**src/rtl/alarm_if.sv**
```systemverilog
// Alarm controller signal bundle: keypad/sensor/timebase inputs and status outputs.
interface alarm_if;
  logic       tick;
  logic       arm;
  logic       disarm;
  logic       N;
  logic       W;
  logic       D;
  logic       G;
  logic [2:0] state;
  logic       armed;
  logic       A;
  logic [4:0] count;
  logic       fault;

  // Stimulus side: drives requests and sensors, observes status.
  modport master (
    output tick, arm, disarm, N, W, D, G,
    input  state, armed, A, count, fault
  );

  // Controller side.
  modport slave (
    input  tick, arm, disarm, N, W, D, G,
    output state, armed, A, count, fault
  );
endinterface

```
**src/rtl/alarm_ctrl.sv**
```systemverilog
// Intruder alarm controller: exit delay, armed watch, entry delay, timed siren
// with automatic re-arm. All outputs come straight from flops.
module alarm_ctrl #(
  parameter int EXIT_T  = 8,
  parameter int ENTRY_T = 5,
  parameter int SIREN_T = 15
) (
  input logic   clk,
  input logic   rst,
  alarm_if.slave bus
);

  localparam logic [2:0] S_DIS   = 3'd0;
  localparam logic [2:0] S_EXIT  = 3'd1;
  localparam logic [2:0] S_ARMED = 3'd2;
  localparam logic [2:0] S_ENTRY = 3'd3;
  localparam logic [2:0] S_ALARM = 3'd4;

  localparam logic [4:0] EXIT_L  = 5'(EXIT_T);
  localparam logic [4:0] ENTRY_L = 5'(ENTRY_T);
  localparam logic [4:0] SIREN_L = 5'(SIREN_T);

  logic [2:0] state_q, state_d;
  logic [4:0] count_q, count_d;
  logic       fault_q, fault_d;
  logic       armed_q, armed_d;
  logic       a_q,     a_d;

  // State and output registers; reset wipes any delay in progress.
  always_ff @(posedge clk) begin
    if (rst) begin
      state_q <= S_DIS;
      count_q <= '0;
      fault_q <= 1'b0;
      armed_q <= 1'b0;
      a_q     <= 1'b0;
    end else begin
      state_q <= state_d;
      count_q <= count_d;
      fault_q <= fault_d;
      armed_q <= armed_d;
      a_q     <= a_d;
    end
  end

  // Next state and delay counter. Disarm beats arm beats sensors beats tick;
  // a delay is loaded on entry, so a coincident tick never touches it.
  always_comb begin
    state_d = state_q;
    count_d = count_q;
    fault_d = 1'b0;
    if (bus.disarm) begin
      state_d = S_DIS;
      count_d = '0;
    end else begin
      case (state_q)
        S_DIS: begin
          count_d = '0;
          if (bus.arm) begin
            if (bus.W && bus.D && bus.G) begin
              state_d = S_EXIT;
              count_d = EXIT_L;
            end else begin
              fault_d = 1'b1;
            end
          end
        end
        S_EXIT: begin
          if (bus.tick) begin
            if (count_q <= 5'd1) begin
              state_d = S_ARMED;
              count_d = '0;
            end else begin
              count_d = count_q - 5'd1;
            end
          end
        end
        S_ARMED: begin
          count_d = '0;
          if (!bus.W || !bus.G || (!bus.D && bus.N)) begin
            state_d = S_ALARM;
            count_d = SIREN_L;
          end else if (!bus.D) begin
            state_d = S_ENTRY;
            count_d = ENTRY_L;
          end
        end
        S_ENTRY: begin
          if (bus.tick) begin
            if (count_q <= 5'd1) begin
              state_d = S_ALARM;
              count_d = SIREN_L;
            end else begin
              count_d = count_q - 5'd1;
            end
          end
        end
        S_ALARM: begin
          if (bus.tick) begin
            if (count_q <= 5'd1) begin
              state_d = S_ARMED;
              count_d = '0;
            end else begin
              count_d = count_q - 5'd1;
            end
          end
        end
        default: begin
          // Codes 5-7 are unreachable; fall back to a safe idle.
          state_d = S_DIS;
          count_d = '0;
        end
      endcase
    end
  end

  // Status decode from the upcoming state so armed/A are registered alongside it.
  always_comb begin
    armed_d = (state_d == S_EXIT) || (state_d == S_ARMED) ||
              (state_d == S_ENTRY) || (state_d == S_ALARM);
    a_d     = (state_d == S_ALARM);
  end

  assign bus.state = state_q;
  assign bus.count = count_q;
  assign bus.fault = fault_q;
  assign bus.armed = armed_q;
  assign bus.A     = a_q;

endmodule

```
**src/flat_wrapper.sv**
```systemverilog
// flat-port wrapper written by rule: the top's interface ports become plain ports
module alarm_ctrl_flat 
#(
  parameter int EXIT_T  = 8,
  parameter int ENTRY_T = 5,
  parameter int SIREN_T = 15
)
  (clk, rst, bus_tick, bus_arm, bus_disarm, bus_N, bus_W, bus_D, bus_G, bus_state, bus_armed, bus_A, bus_count, bus_fault);
  alarm_if bus_i ();
  input logic clk;
  input logic rst;
  input wire logic [$bits(bus_i.tick)-1:0] bus_tick;
  input wire logic [$bits(bus_i.arm)-1:0] bus_arm;
  input wire logic [$bits(bus_i.disarm)-1:0] bus_disarm;
  input wire logic [$bits(bus_i.N)-1:0] bus_N;
  input wire logic [$bits(bus_i.W)-1:0] bus_W;
  input wire logic [$bits(bus_i.D)-1:0] bus_D;
  input wire logic [$bits(bus_i.G)-1:0] bus_G;
  output wire logic [$bits(bus_i.state)-1:0] bus_state;
  output wire logic [$bits(bus_i.armed)-1:0] bus_armed;
  output wire logic [$bits(bus_i.A)-1:0] bus_A;
  output wire logic [$bits(bus_i.count)-1:0] bus_count;
  output wire logic [$bits(bus_i.fault)-1:0] bus_fault;
  assign bus_i.tick = bus_tick;
  assign bus_i.arm = bus_arm;
  assign bus_i.disarm = bus_disarm;
  assign bus_i.N = bus_N;
  assign bus_i.W = bus_W;
  assign bus_i.D = bus_D;
  assign bus_i.G = bus_G;
  assign bus_state = bus_i.state;
  assign bus_armed = bus_i.armed;
  assign bus_A = bus_i.A;
  assign bus_count = bus_i.count;
  assign bus_fault = bus_i.fault;
  alarm_ctrl #(.EXIT_T(EXIT_T), .ENTRY_T(ENTRY_T), .SIREN_T(SIREN_T)) u_core (.clk(clk), .rst(rst), .bus(bus_i));
endmodule
```
**config.mk**
```make
export PLATFORM = sky130hd
export DESIGN_NAME = alarm_ctrl_flat
export DESIGN_NICKNAME = d
export VERILOG_FILES = /design/src/rtl/alarm_if.sv /design/src/rtl/alarm_ctrl.sv /design/src/flat_wrapper.sv
export SDC_FILE = /design/constraint.sdc
export NUM_CORES = 1
export LEC_CHECK = 0
export CORE_MARGIN = 5
export CORE_UTILIZATION = 49
export DETAILED_ROUTE_END_ITERATION = 8
export GPL_TIMING_DRIVEN = 0
export PLACE_DENSITY = 0.91
export RECOVER_POWER = 50
export SETUP_SLACK_MARGIN = 0.4
export SLEW_MARGIN = 5
export SYNTH_ARGS = -nofsm -noshare
export SYNTH_HDL_FRONTEND = slang
export SYNTH_SLANG_ARGS = --single-unit
```
**constraint.sdc**
```tcl
create_clock -name clk -period 5.3 [get_ports clk]
set_clock_uncertainty 0.2 [all_clocks]
set_input_delay 0.795 -clock clk [delete_from_list [all_inputs] [get_ports clk]]
set_output_delay 0.795 -clock clk [all_outputs]
set_load 0.005 [all_outputs]
```
==> impl_results.md <==
* Status: finished clean
* Leakage power at 0.342 nW
* Setup CP Type: primary input to flip-flop
* Fin crit share at 47.2%
* Post-synth top area cell: dfxtp_1
* Power per Cell Area at 165 nW/um^2
* Max-slew headroom at the worst pin at 68.6%
* Vias in the first global route at 719
* TNS Setup at 0 ns
* Clock power frac at between 30 and 40%
* Full die area at 2350 um^2
* Arrival time worst endpoint at around 2.5 ns
* Clock root cell: clkbuf_4
* Reg clk slew, reported paths at 0.07 ns
* Fill count at 115
* GRT overflow at 0
* Syn_nets at 107
* DIE HEIGHT at between 40 and 50 um
* Combinational power share at 11.0%
* Yosys cell types at 32
* Fin Hold WS at 0.338 ns
* Post-synthesis cell count at 96
* Data required time at the worst endpoint at 5.29 ns
* Sw Pwr at ~0.038 mW
* Share of the yosys chip area belonging to registers at 30.4%
* Post-route ant nets at 0
* Setup Buffers After CTS at 0
* Primary FF master, synth: dfxtp_1
* RSZ-0062 raised after global routing: no
* Number of synthesized register bits at 11
* Crit Path Max Fanout at 4
* Core Region at 1350 um^2
* Row count at 13
* Clk Latency, worst-skew pair at about 0.28 ns
* Largest cells by area after synthesis: dfxtp_1 30%, a21oi_1 7.6%, nor2_1 7.3%
* CTS H-tree lvls at 1
* Port Buf Inserts at 19
* Final Cell Area at roughly 960 um^2
* CTS buffer count at 3
* Drt via density at about 6.2
* Final setup vio count at 0
* Synth Warn # at 0
* Async set-reset flop share out of synthesis at 0%
* Net count, final at 131
* Total track usage at about 16%
* First-pass GRT wire length at 3240 um
* Synth top area share at 30.4%
* Slew Limit Fails at 0
* Initial Utilization at roughly 54%
* Die X at 48.5 um
* Hpwl dp at 1400 um
* Least-Margin Pin Slew at 0.468 ns
* Drt wl/cell at 14.1 um
* Initial antenna violation count at 0
* Drt pass-1 iters at 4
* Cts hold-fix bufs at 0
* Final Hold Fails at 0
* Post-synth EDFFs at 0
* Non-filler cells, final at 134
* Max cap viols at 0
* Share of layout cells above drive strength 1 at 10.1%
* Tmin final at 2.50 ns
* Synthesized area per cell at 7.55 um^2
* Leading cell type in the layout, fill and taps excluded: nor2_1
* Maximum vdd drop at roughly 0.19 mV
* CTS tree: done
* Total routed wirelength at 1900 um
* # DRC at 0
* Number of clock sinks at 11
* Sequential fraction of design power at 52.7%
* ANT cells at 0
* IO Count at 20
* Net Sw Frac at 24.2%
* Vias at 826
* Fmax achieved at 400 MHz
* Synth Cell Area at about 720 um^2
* Worst hold path type: flip-flop to flip-flop
* Crit. End Element: flip-flop
* Most frequent cells in the layout: 14 x nor2_1, 12 x clkdlybuf4s50_1, 11 x a21oi_1, 11 x dfxtp_1
* # resized after CTS at 0
* Pin count of the biggest net entering global routing at 11
* Initial drt markers at 29
* CP startpoint kind: primary input
* Clock Path Buffers at 2
* Dpl cells at 130
* RD Place Congestion at 0.896
* Synth-to-Final Area Change at 32.6%
* Internal power at 0.121 mW
* Dpl cell area at between 900 and 1000 um^2
[stage by stage]
step	utilization (%)	setup slack [ns]	power [mW]
floorplan	-	3.26	0.0933
global placement	69.1	2.62	0.103
detailed placement	69.1	2.58	0.103
CTS	71.2	2.87	0.160
global route	71.2	2.74	0.165
finish	71.2	2.80	0.159
[synthesized netlist by cell type, types with 2 or more instances]
cell and instances:
nand2_1 6, nand3_1 3, clkbuf_1 4, nand2b_1 2, nor2_1 14, o21ai_0 7, nor2b_1 4, ha_1 2
dfxtp_1 11, o22ai_1 4, inv_1 4, nor3_1 4, or3b_2 2, a21oi_1 11
[power by group through the flow]
stage          Sequential, mW  Combinational [mW]  Clock [mW]
2_1_floorplan          0.0857             0.00760           0
3_3_place_gp           0.0856              0.0171           0
3_5_place_dp           0.0857              0.0174           0
4_1_cts                0.0838              0.0177      0.0585
5_1_grt                0.0838              0.0189      0.0620
6_report               0.0838              0.0175      0.0577
[path summary, 6_finish.rpt]
path                                     startpoint                  end  slack, ns  cells past startpoint
worst max register to register  u_core.bus.count[1]  u_core.bus.count[4]       3.08                      7
worst min-delay path            u_core.bus.count[4]  u_core.bus.count[4]       0.34                      2
worst max-delay path                          bus_D  u_core.bus.count[3]       2.80                      6
worst min register to register  u_core.bus.count[4]  u_core.bus.count[4]       0.34                      2
[kinds of logic after synthesis]
kind of cell,after synthesis,synth area share [%]
adders and majority gates,2,3.45
and+or+nand+nor,43,33.9
AOI/OAI and AO/OA,32,28.2
buffers and inverters,8,4.14
DFF,11,30.4
[flip-flops by register name (all words and copies together), names as in the netlist]
signal / count
u_core.bus.armed: 1
u_core.bus.count: 5
u_core.bus.state: 3
u_core.bus.fault: 1
u_core.bus.A: 1
[final cells by class]
type	instances	area, um^2	share of cell area, %
multi-input cells	77	474	49.3
flip-flops and latches	11	220	22.9
repair buffers	19	190	19.8
clock buffers	3	22.5	2.34
well taps	15	18.8	1.95
plain buffers	4	15.0	1.56
inverters	4	15.0	1.56
clock inverters	1	5.00	0.521
[per-layer routing]
metal | up-vias | global-route usage [%] | share of wire [%]
li1 | 399 | - | -
met3 | 6 | 5.50 | 7.6
met1 | 382 | 21.3 | 42
met4 | 0 | 5.38 | 1.9
met5 | - | 0 | 0
met2 | 39 | 25.4 | 48
[worst max-delay path: stages]
cell	delay, ns
dlygate4sd3_1	0.58
nand3_1	0.14
or3b_2	0.49
a21oi_1	0.20
a31oi_1	0.07
o32ai_1	0.22
(Power assumes the default switching activity.)
